===== config.mk =====
export PLATFORM = sky130hd
export DESIGN_NAME = logic_unit_pipe
export DESIGN_NICKNAME = d
export VERILOG_FILES = /design/src/rtl/logic_pkg.sv /design/src/rtl/logic_skid_buf.sv /design/src/rtl/logic_unit_pipe.sv
export SDC_FILE = /design/constraint.sdc
export NUM_CORES = 1
export LEC_CHECK = 0
export CAP_MARGIN = 20
export CORE_MARGIN = 4
export CORE_UTILIZATION = 53
export CTS_CLUSTER_SIZE = 30
export DETAILED_ROUTE_END_ITERATION = 8
export PLACE_DENSITY = 0.89
export SETUP_SLACK_MARGIN = 0.02
export SYNTH_ARGS = -nofsm -noshare
export SYNTH_HDL_FRONTEND = slang
export SYNTH_SLANG_ARGS = --single-unit

===== constraint.sdc =====
create_clock -name clk -period 1.78 [get_ports clk]
set_input_delay 0.445 -clock clk [delete_from_list [all_inputs] [get_ports clk]]
set_output_delay 0.445 -clock clk [all_outputs]
set_load 0.005 [all_outputs]

===== src/rtl/logic_pkg.sv =====
// Shared definitions for the pipelined bitwise logic unit: op encodings,
// the flag bundle that travels with every result, and the per-bit gate.
package logic_pkg;

  localparam logic [2:0] OP_AND     = 3'd0;
  localparam logic [2:0] OP_OR      = 3'd1;
  localparam logic [2:0] OP_NOT     = 3'd2;
  localparam logic [2:0] OP_NAND    = 3'd3;
  localparam logic [2:0] OP_NOR     = 3'd4;
  localparam logic [2:0] OP_XOR     = 3'd5;
  localparam logic [2:0] OP_XNOR    = 3'd6;
  localparam logic [2:0] OP_ILLEGAL = 3'd7;

  localparam int FLAG_W = 3;

  // Flags that accompany a result. The WIDTH-bit y field is packed in
  // front of this struct by the unit, since a package typedef cannot
  // follow a module parameter.
  typedef struct packed {
    logic zero;
    logic parity;
    logic op_err;
  } flags_t;

  // Single-bit gate; the unit applies it to every bit position so that
  // WIDTH=1 is exactly the original single-bit gate set.
  function automatic logic logic_eval(input logic [2:0] op,
                                      input logic a,
                                      input logic b);
    logic r;
    case (op)
      OP_AND:  r = a & b;
      OP_OR:   r = a | b;
      OP_NOT:  r = ~a;
      OP_NAND: r = ~(a & b);
      OP_NOR:  r = ~(a | b);
      OP_XOR:  r = a ^ b;
      OP_XNOR: r = ~(a ^ b);
      default: r = 1'b0;
    endcase
    return r;
  endfunction

endpackage


===== src/rtl/logic_skid_buf.sv =====
// Generic two-entry valid/ready skid buffer. OUT drives the consumer
// directly; SKID absorbs the one beat that can arrive while OUT stalls,
// which lets in_ready come straight from a flop.
//
// Handshake: a beat moves when valid && ready are both high at a rising
// edge; a producer holding valid must keep its data stable until ready.
module logic_skid_buf #(
  parameter int             P_W      = 8,
  parameter logic [P_W-1:0] RST_DATA = '0
) (
  input  logic           clk,
  input  logic           rst_n,
  input  logic           in_valid,
  output logic           in_ready,
  input  logic [P_W-1:0] in_data,
  output logic           out_valid,
  input  logic           out_ready,
  output logic [P_W-1:0] out_data
);

  logic           skid_valid;
  logic [P_W-1:0] skid_data;

  logic           out_valid_d;
  logic [P_W-1:0] out_data_d;
  logic           skid_valid_d;
  logic [P_W-1:0] skid_data_d;
  logic           accept;
  logic           deliver;

  assign accept  = in_valid && in_ready;
  assign deliver = out_valid && out_ready;

  // Next-state of both entries. in_ready is low whenever SKID is full, so
  // the SKID-drain branch never has to merge a new beat.
  always_comb begin
    out_valid_d  = out_valid;
    out_data_d   = out_data;
    skid_valid_d = skid_valid;
    skid_data_d  = skid_data;
    if (skid_valid) begin
      if (deliver) begin
        out_data_d   = skid_data;
        skid_valid_d = 1'b0;
      end
    end else if (accept) begin
      if (!out_valid || out_ready) begin
        out_valid_d = 1'b1;
        out_data_d  = in_data;
      end else begin
        skid_valid_d = 1'b1;
        skid_data_d  = in_data;
      end
    end else if (deliver) begin
      // Data is left as-is so y and flags hold their last value.
      out_valid_d = 1'b0;
    end
  end

  // Entry registers and the registered ready, cleared asynchronously.
  always_ff @(posedge clk or negedge rst_n) begin
    if (!rst_n) begin
      out_valid  <= 1'b0;
      out_data   <= RST_DATA;
      skid_valid <= 1'b0;
      skid_data  <= RST_DATA;
      in_ready   <= 1'b1;
    end else begin
      out_valid  <= out_valid_d;
      out_data   <= out_data_d;
      skid_valid <= skid_valid_d;
      skid_data  <= skid_data_d;
      in_ready   <= !skid_valid_d;
    end
  end

endmodule


===== src/rtl/logic_unit_pipe.sv =====
// Registered bitwise logic unit: evaluates one of seven functions on two
// operands at accept, carries zero/parity/op_err alongside the result
// through a skid buffer, and counts accepted transactions.
module logic_unit_pipe
  import logic_pkg::*;
#(
  parameter int WIDTH = 8,
  parameter int CNT_W = 8
) (
  input  logic             clk,
  input  logic             rst_n,
  input  logic             in_valid,
  output logic             in_ready,
  input  logic [2:0]       op,
  input  logic [WIDTH-1:0] a,
  input  logic [WIDTH-1:0] b,
  output logic             out_valid,
  input  logic             out_ready,
  output logic [WIDTH-1:0] y,
  output logic             zero,
  output logic             parity,
  output logic             op_err,
  output logic [CNT_W-1:0] txn_cnt
);

  localparam int P_W = WIDTH + FLAG_W;
  // Reset payload: y=0 with zero=1, parity=0, op_err=0.
  localparam logic [P_W-1:0] RST_DATA = {{WIDTH{1'b0}}, 3'b100};

  logic [WIDTH-1:0] res_y;
  flags_t           res_flags;
  logic [P_W-1:0]   out_payload;
  flags_t           out_flags;

  // Result and flags from the current operands; flags derive from the very
  // y they travel with, so op 7 naturally yields zero=1, parity=0.
  always_comb begin
    res_y = '0;
    for (int i = 0; i < WIDTH; i++) begin
      res_y[i] = logic_eval(op, a[i], b[i]);
    end
    res_flags.zero   = ~|res_y;
    res_flags.parity = ^res_y;
    res_flags.op_err = (op == OP_ILLEGAL);
  end

  logic_skid_buf #(
    .P_W      (P_W),
    .RST_DATA (RST_DATA)
  ) u_skid (
    .clk       (clk),
    .rst_n     (rst_n),
    .in_valid  (in_valid),
    .in_ready  (in_ready),
    .in_data   ({res_y, res_flags}),
    .out_valid (out_valid),
    .out_ready (out_ready),
    .out_data  (out_payload)
  );

  assign y         = out_payload[P_W-1:FLAG_W];
  assign out_flags = out_payload[FLAG_W-1:0];
  assign zero      = out_flags.zero;
  assign parity    = out_flags.parity;
  assign op_err    = out_flags.op_err;

  // Accepted-transaction counter; wraps naturally at 2^CNT_W.
  always_ff @(posedge clk or negedge rst_n) begin
    if (!rst_n) begin
      txn_cnt <= '0;
    end else if (in_valid && in_ready) begin
      txn_cnt <= txn_cnt + CNT_W'(1);
    end
  end

endmodule


# After elaboration in Yosys (flattened, before gate mapping)
# Cells that the tools add are included.
totals:
  input_bits: 23
  elab_cells: 108
  output_inout_bits: 21
  reg_bits: 33
classes:
  muxes: 19
  n_bitwise: 58
  eq_ne: 9
  n_addsub: 1
  n_reduce_logical: 15
op_table:
  columns: ["operator", "count"]
  rows:
  - ["$pmux W1 S7", 8]
  - ["$mux W11", 4]
  - ["$not A1 Y1", 34]
  - ["$eq A3 B3 Y1 const B", 4]
  - ["$reduce_and A3 Y1", 3]
  - ["$add A8 B1 Y8 const B", 1]
  - ["$and A1 B1 Y1", 8]
  - ["$or A1 B1 Y1", 8]
  - ["$reduce_or A8 Y1", 1]
  - ["$reduce_xor A8 Y1", 1]
  - ["$xor A1 B1 Y1", 8]
  - ["$mux W1", 7]
  - ["$eq A3 B2 Y1 const B", 2]
  - ["$reduce_bool A2 Y1", 3]
  - ["$ne A2 B2 Y1 const B", 2]
  - ["$eq A3 B1 Y1 const B", 1]
  - ["$logic_not A1 Y1", 3]
  - ["$logic_not A3 Y1", 1]
  - ["$logic_and A1 B1 Y1", 2]
  - ["$logic_or A1 B1 Y1", 1]

# Longest topological paths before layout
# Gate-level depths: netlist of run 1.
depth:
  word_depth: 8
  depth_mapped: 11
  depth_no_buf: 11

# Modules after synthesis
# From an unflattened synthesis of run 1, not the netlist that was laid out.
unflattened:
  cells_unflattened: 237
  hier_area_um2: 2476.1
by_module_without_submodules:
  columns: ["mod", "n_inst", "seq_area_each_um2", "cells_each", "area_each_um2"]
  rows:
  - ["logic_unit_pipe", 1, 200.2, 166, 1287.5]
  - ["logic_skid_buf", 1, 629.4, 71, 1188.6]

# Worst setup path after synthesis of run 1
# Ideal clock, no wire load.
synth_timing:
  path_type: "input -> register"
  startpoint: "in a[5]"
  endpoint: "reg u_skid.out_data[1]"
  arrival_time_ns: 2.270
  path_slack_ns: -0.615
  setup_ns: 0.125
  cell_stages: 11
  path_buffers: 0
  cell_sequence: "inv_1 ha_1 mux2_2 a32o_1 a211o_1 inv_1 ha_1 xnor2_1 xnor2_1 o21ai_0 mux2_2"
synth_via:
  elab_chain_len: 7
  word_cells_on_any_way: 12
synth_lines:
  columns: ["element", "line", "rtl"]
  rows:
  - ["start: declaration", "logic_unit_pipe.sv:15", "input logic [WIDTH-1:0] a,"]
  - ["$xor A1 B1 Y1 (tied with other cells)", "logic_pkg.sv:37, logic_pkg.sv:38", null]
  - ["$not A1 Y1, on equally long branches", "logic_pkg.sv:38, logic_pkg.sv:35, logic_pkg.sv:36", null]
  - ["$pmux W1 S7 *", "logic_pkg.sv:31", "case (op)"]
  - ["$reduce_xor A8 Y1 *", "logic_unit_pipe.sv:43", "res_flags.parity = ^res_y;"]
  - ["$mux W11 *", "logic_skid_buf.sv:47", "if (!out_valid || out_ready) begin"]
  - ["$mux W11 *", "logic_skid_buf.sv:46", "end else if (accept) begin"]
  - ["$mux W11 *", "logic_skid_buf.sv:41", "if (skid_valid) begin"]
  - ["end signal: assignment", "logic_skid_buf.sv:70", "out_data <= out_data_d;"]
  - ["end: declaration", "logic_skid_buf.sv:18", "output logic [P_W-1:0] out_data"]
# Mark *: on every way between the ends. The rest lies on a longest branch, timed or not. The select of a mux whose other input is x is not followed.
# A chain may end at the register's enable or synchronous reset.

# Worst setup path after layout of run 1
layout_timing:
  startpoint: "in op[0]"
  endpoint: "reg u_skid.out_data[1]"
layout_via:
  elab_chain_len: 6
  word_cells_on_any_way: 19
layout_lines:
  columns: ["element", "line", "rtl"]
  rows:
  - ["start: declaration", "logic_unit_pipe.sv:14", "input logic [2:0] op,"]
  - ["$eq A3 B3 Y1 (tied with other cells)", "logic_pkg.sv:31", null]
  - ["$pmux W1 S7", "logic_pkg.sv:31", null]
  - ["$reduce_xor A8 Y1 *", "logic_unit_pipe.sv:43", null]
  - ["$mux W11 *", "logic_skid_buf.sv:47", null]
  - ["$mux W11 *", "logic_skid_buf.sv:46", null]
  - ["$mux W11 *", "logic_skid_buf.sv:41", null]
# Marks and branches as above.

==> results of run 1 <==
## worst max-delay path: stages
cell and delay (ns):
clkbuf_4 0.15, buf_8 0.15, buf_4 0.14, nor4bb_2 0.40
a21oi_2 0.08, o211a_1 0.19, ha_4 0.26, xnor2_4 0.15
xnor2_2 0.22, o21ai_2 0.07, mux2_4 0.27
## metal layers
layer  wire length, um  track usage, %  vias up
met2              4580            45.5      223
met1              3420            30.9     1231
li1                  -               -     1094
met5                 0               0        -
met4               507            13.4        0
met3               805            6.54       62
## worst min path at each step
| stage | end | slack, ns | cells past startpoint |
|---|---|---|---|
| global route | txn_cnt[7]$_DFFE_PN0P_ | 0.50 | 1 |
| CTS | txn_cnt[7]$_DFFE_PN0P_ | 0.48 | 1 |
| finish | txn_cnt[7]$_DFFE_PN0P_ | 0.48 | 1 |
| detailed placement | txn_cnt[7]$_DFFE_PN0P_ | 0.47 | 1 |
| floorplan | txn_cnt[0]$_DFFE_PN0P_ | 0.15 | 0 |
| global placement | u_skid.skid_data[2]$_DFFE_PN1P_ | 0.45 | 2 |
## cells by family (layout without fill, tap and decap cells)
logic type	Yosys count	count (layout)	share of synthesized area, %
simple gates	83	83	20.2
compound gates	46	46	14.8
buf+inv	40	147	8.01
flops	33	33	34.7
fa+ha+maj	21	21	11.0
mux	17	17	7.70
xor+xnor	10	10	3.67
## stage by stage
stage          TNS, ns  hold WS [ns]  utilization (%)
2_1_floorplan   -0.897         0.149                -
3_3_place_gp    -10.61         0.450             73.2
3_5_place_dp    -11.91         0.468             73.2
4_1_cts          -2.54         0.480             82.0
5_1_grt          -3.45         0.497             85.9
6_report         -2.96         0.477             85.9
## placed cells by master (no fill, tap or decap), types with 5 or more instances in the layout
| master | netlist | final |
|---|---|---|
| nand4_1 | 6 | 6 |
| o21ai_1 | 7 | 5 |
| buf_6 | 1 | 7 |
| dfrtp_1 | 30 | 28 |
| clkbuf_2 | 0 | 10 |
| clkdlybuf4s50_1 | 0 | 22 |
| xnor2_1 | 9 | 6 |
| nand3_1 | 12 | 12 |
| nand2_1 | 14 | 14 |
| a21oi_1 | 9 | 6 |
| nand2b_1 | 12 | 12 |
| inv_2 | 0 | 12 |
| buf_4 | 4 | 62 |
| inv_1 | 26 | 12 |
| clkbuf_8 | 0 | 5 |
| nor2_1 | 13 | 12 |
| ha_4 | 0 | 12 |
| mux2_4 | 1 | 5 |
| mux2i_1 | 9 | 6 |
| ha_1 | 21 | 5 |
## final cells by class
class / count / area, um^2
sequential: 33 / 832
clock buffer: 6 / 72.6
inverter: 26 / 115
clock inverter: 2 / 10.0
fill: 198 / 616
multi-input combinational: 177 / 1690
tap: 52 / 65.1
timing repair buffer: 113 / 952
## report_power, final
group / switching [mW] / total (mW) / internal (mW) / leakage [nW]
Combinational: 1.06 / 2.33 / 1.27 / 1.29
Clock: 0.298 / 0.569 / 0.271 / 0.0450
Sequential: 0.297 / 1.39 / 1.10 / 0.405
Total: 1.65 / 4.29 / 2.64 / 1.74
## sequential cells by signal, summed over array words and instances, names as in the netlist
register           cells
u_skid.out_data       11
u_skid.skid_data      11
txn_cnt                8
u_skid.in_ready        1
u_skid.out_valid       1
u_skid.skid_valid      1
## what timing repair did
item                                    CTS  global route
pin swaps                                29            23
setup buffers                            25             8
resized for setup                        86            66
endpoints found under the setup margin   23            18
hold buffers                              0             0
==> out/qor.yml, run 1 <==
drt:
  vias_per_cell: 6.38
  via_count: 2610
  drc: 0
  ant_nets: 0
  firstDrtPassIters: 5
  wl_per_cell_um: 22.8
  drt_iter0_drc: 367
  totalWireLength_um: 9310
pwr:
  p_per_area_nw_per_um2: 1150
  power_mw: 4.29
  irDropWorstVdd_mv: 0.844
  p_leak_nw: 1.74
placed_design:
  pre_cts_ws_ns: -1.36
  dpl_cell_area_um2: 3190
  dp.cells: 376
  dpl.hpwl_um: 4360
  port_buffers: 43
  place_congestion: 0.805
clocking:
  clock_latency_ns: 0.30
  clkSinkCount: 33
  tritoncts: "done"
  cts_buffer_depth: 2
  root_buffer: "clkbuf_8"
  h-tree-depth: 2
  cts_buffers: 5
  cts.clk_slew.worst_paths_ns: 0.08
finish:
  final_nets: 400
  num_antenna_cells: 0
  stdcell_count: 409
  syn2layout_area_growth_pct: 56.4
  final_area_um2: 3740
  drive_gt1_share_pct: 48.2
floorplan:
  fp.dieH_um: 75.2
  top_level_ports: 44
  start_util_pct: 54.9
  rows: 24
  die_x_um: 75.2
  core_area_um2: 4350
  design.die.area_um2: 5650
timing:
  skew_ns: 0.0148
  slew_viol_final: 0
  timing.fmax_mhz: 428
  setup_ws_ns: -0.557
  rsz0062_at_grt: "yes"
  tightestPinTransition_ns: 0.466
  timing.final.crit_share_pct: 131
  min_period_ns: 2.34
  hold_violations: 0
  max_slew_margin_pct: 68.5
  setup_viol: 10
global_routing:
  track_usage_pct: 26.6
  grt_max_degree: 34
  grt_pass1_vias: 2504
  grt_overflow_total: 0
  grt_pass1_wl_um: 11400
  antenna_found_initial: 0
logic_synthesis:
  synth_edf_count: 0
  synthCells: 250
  yosys_most_used_dff: "dfrtp_1"
  yosysSeqAreaShare_pct: 34.7
  async_flop_share_pct: 100
  ys.warnings.count: 0
  synth.area.top_cells: "dfrtp_1 31%, ha_1 11%, inv_1 4.1%"
  synth_top_cell_by_area: "dfrtp_1"
  syn_area_um2: 2390
  ys_seq_elements: 33
  yosys-top-cells-count: "30 x dfrtp_1, 26 x inv_1, 21 x ha_1"
  ys_types: 45
  yosysMostFrequentCell: "dfrtp_1"
  synth_top_area_share_pct: 31.4
  syn_nets: 294
  synth_area_per_cell_um2: 9.56
status:
  run_status: "finished with violations"
  failed_checks: "setup timing"
min_path:
  hold_start: "txn_cnt[7]$_DFFE_PN0P_"
  hp-class: "register to register"
critical_path:
  r2r_end: "u_skid.out_data[3]$_DFFE_PN0P_"
  end_kind: "register"
  crit_path_max_fanout: 10
  worstPathRequired_ns: 1.97
  worstPathArrival_ns: 2.53
  critPathLaunchType: "primary input"
  crit_type: "primary input to register"
  crit_end: "u_skid.out_data[1]$_DFFE_PN0P_"
  r2r_cells: 6
  r2r_setup_slack_ns: 0.20
  r2r_start: "u_skid.in_ready$_DFF_PN1_"
  crit_start: "op[0]"
job:
  drv_cap: 0
Note: power is estimated with default switching activity, not from simulation.
==> inputs of run 2 (changes only) <==
--- a/config.mk
+++ b/config.mk
@@ -10,7 +10,7 @@
 export CORE_UTILIZATION = 53
 export CTS_CLUSTER_SIZE = 30
 export DETAILED_ROUTE_END_ITERATION = 8
-export PLACE_DENSITY = 0.89
+export PLACE_DENSITY_LB_ADDON = 0.2
 export SETUP_SLACK_MARGIN = 0.02
 export SYNTH_ARGS = -nofsm -noshare
 export SYNTH_HDL_FRONTEND = slang
==> run 2 against run 1 <==
  * The flow still finishes with violations (setup timing)
  * Sequential share of layout area shrank 1.3 points
  * Design area increased by 6.0%
  * Via count is 1.9% higher
  * Sequential power is essentially flat
==> out/qor.yml, run 2 (synthesis gave the netlist of run 1 again) <==
status:
  run_status: "finished with violations"
  failed_checks: "setup timing"
placed_design:
  dpl.hpwl_um: 4090  # -6.2%
  dpl_cell_area_um2: 3230  # +1.4%
  port_buffers: 43  # unchanged
  place_congestion: 0.832  # +3.3%
clocking:
  cts_buffers: 5  # unchanged
  cts.clk_slew.worst_paths_ns: 0.07  # about the same
  ctsHoldBuffers: 0  # unchanged
  h-tree-depth: 2  # unchanged
  clkSinkCount: 33  # unchanged
  clock_latency_ns: 0.30  # about the same
  root_buffer: "clkbuf_8"
  cts_buffer_depth: 2  # unchanged
  tritoncts: "done"
critical_path:
  worstPathArrival_ns: 2.51  # -0.02 ns
  worstPathRequired_ns: 1.96  # about the same
  crit_type: "primary input to register"
  r2r_cells: 6  # unchanged
  critPathLaunchType: "primary input"
  r2r_setup_slack_ns: 0.09  # -0.11 ns
  r2r_end: "u_skid.out_data[6]$_DFFE_PN0P_"
  crit_path_max_fanout: 14  # +4
  end_kind: "register"
  r2r_start: "u_skid.skid_valid$_DFF_PN0_"
timing:
  skew_ns: 0.00872  # -0.00612 ns
  hold_violations: 0  # unchanged
  tns_ns: -2.15  # +0.807 ns
  rsz0062_at_grt: "yes"
  min_period_ns: 2.33  # -0.00993 ns
  slew_viol_final: 0  # unchanged
  setup_viol: 11  # +1
  setup_ws_ns: -0.547  # +0.00993 ns
  hold_slack_ns: 0.484  # +0.00683 ns
  timing.final.crit_share_pct: 131  # -0.56 points
  timing.fmax_mhz: 430  # +0.43%
  tightestPinTransition_ns: 0.414  # -0.0518 ns
  max_slew_margin_pct: 72.4  # +3.9 points
job:
  drv_cap: 0  # unchanged
drt:
  wl_per_cell_um: 22.6  # -0.81%
  ant_nets: 0  # unchanged
  drc: 0  # unchanged
  drt_iter0_drc: 224  # -39%
  vias_per_cell: 6.38  # about the same
  firstDrtPassIters: 5  # unchanged
  via_count: 2659  # +1.9%
  totalWireLength_um: 9420  # +1.1%
finish:
  final_area_um2: 3960  # +6.0%
  layout_common_cells: "58 x buf_4, 29 x dfrtp_1, 22 x clkdlybuf4s50_1"
  syn2layout_area_growth_pct: 65.8
  final_nets: 408  # +2.0%
  final_common_cell: "buf_4"
  num_antenna_cells: 0  # unchanged
  nFillCells: 157  # -21%
  drive_gt1_share_pct: 50.4  # +2.2 points
  top_regs: "u_skid.out_data (11), u_skid.skid_data (11), txn_cnt (8)"
floorplan:
  rows: 24  # unchanged
  core_area_um2: 4350  # unchanged
  design.die.area_um2: 5650  # unchanged
  die_x_um: 75.2  # unchanged
  start_util_pct: 54.9  # unchanged
  fp.dieH_um: 75.2  # unchanged
  top_level_ports: 44  # unchanged
pwr:
  p_leak_nw: 1.83  # +4.9%
  irDropWorstVdd_mv: 1.18  # +40%
  p_per_area_nw_per_um2: 1130  # -1.4%
  power_mw: 4.48  # +4.5%
min_path:
  hold_start: "txn_cnt[7]$_DFFE_PN0P_"
  hold_path_depth: 1  # unchanged
  min_to: "txn_cnt[7]$_DFFE_PN0P_"
  hp-class: "register to register"
global_routing:
  grt_pass1_vias: 2504  # unchanged
  antenna_found_initial: 0  # unchanged
  grt_overflow_total: 0  # unchanged
  grt_pass1_wl_um: 11600  # +2.2%
  grt_max_degree: 34  # unchanged
  track_usage_pct: 27.5  # +0.92 points
-- run 2: cell types whose count changed in the layout (fill, tap and decap cells not counted), sizes merged --
cell,change
clkinv,-2
bufinv,+1
clkdlybuf4s15,-2
buf,+15
clkbuf,-4
-- run 2: per-layer routing --
| metal | vias to the layer above | track usage, % | share of wire [%] |
|---|---|---|---|
| met4 | 0 | 11.8 | 6.8 |
| li1 | 1116 | - | - |
| met5 | - | 0 | 0 |
| met3 | 66 | 6.28 | 8.0 |
| met2 | 219 | 49.9 | 50 |
| met1 | 1258 | 30.7 | 35 |
-- run 2: how the worst max path moves through the flow --
stage | from | to | slack [ns]
3_3_place_gp | a[5] | u_skid.out_data[1]$_DFFE_PN0P_ | -1.21
6_report | op[0] | u_skid.out_data[1]$_DFFE_PN0P_ | -0.55
2_1_floorplan | a[5] | u_skid.out_data[1]$_DFFE_PN0P_ | -0.53
4_1_cts | a[5] | u_skid.out_data[1]$_DFFE_PN0P_ | -0.60
5_1_grt | op[0] | u_skid.out_data[1]$_DFFE_PN0P_ | -0.62
3_5_place_dp | a[5] | u_skid.out_data[1]$_DFFE_PN0P_ | -1.31
-- run 2: final cells by class --
class | instances | area [um^2] | area share (%)
multi-input combinational | 177 | 1720 | 43.3
sequential | 33 | 831 | 21.0
clock buffer | 7 | 86.3 | 2.18
timing repair buffer | 121 | 1120 | 28.2
tap | 52 | 65.1 | 1.64
clock inverter | 1 | 30.0 | 0.758
inverter | 26 | 118 | 2.97
-- run 2: report_power, final --
| group | internal [mW] | switching, mW | total [mW] | leakage, nW |
|---|---|---|---|---|
| logic | 1.32 | 1.02 | 2.33 | 1.36 |
| clock network | 0.457 | 0.293 | 0.749 | 0.0585 |
| registers | 1.09 | 0.304 | 1.40 | 0.407 |
-- run 2: critical path, stage by stage --
cell	delay (ns)
buf_2	0.20
buf_6	0.22
nor2b_1	0.17
a22oi_1	0.08
o211ai_1	0.30
inv_1	0.14
ha_4	0.29
xnor2_4	0.13
xnor2_2	0.19
o21ai_2	0.08
mux2_4	0.27
-- run 2: repair_timing --
| item | 4_1_cts | 5_1_grt |
|---|---|---|
| cloned | 1 | 1 |
| endpoints found under the hold margin | 0 | 0 |
| pin swaps | 31 | 28 |
| resized for setup | 122 | 60 |
| setup buffers | 27 | 6 |
| setup endpoints to repair | 23 | 20 |
-- run 2: metrics by stage --
step | setup slack [ns] | cells | utilization [%]
after floorplan | -0.532 | 250 | -
after global placement | -1.21 | 382 | 74.3
after detailed placement | -1.31 | 382 | 74.3
after CTS | -0.596 | 411 | 85.9
after global routing | -0.617 | 417 | 91.0
final | -0.547 | 417 | 91.0
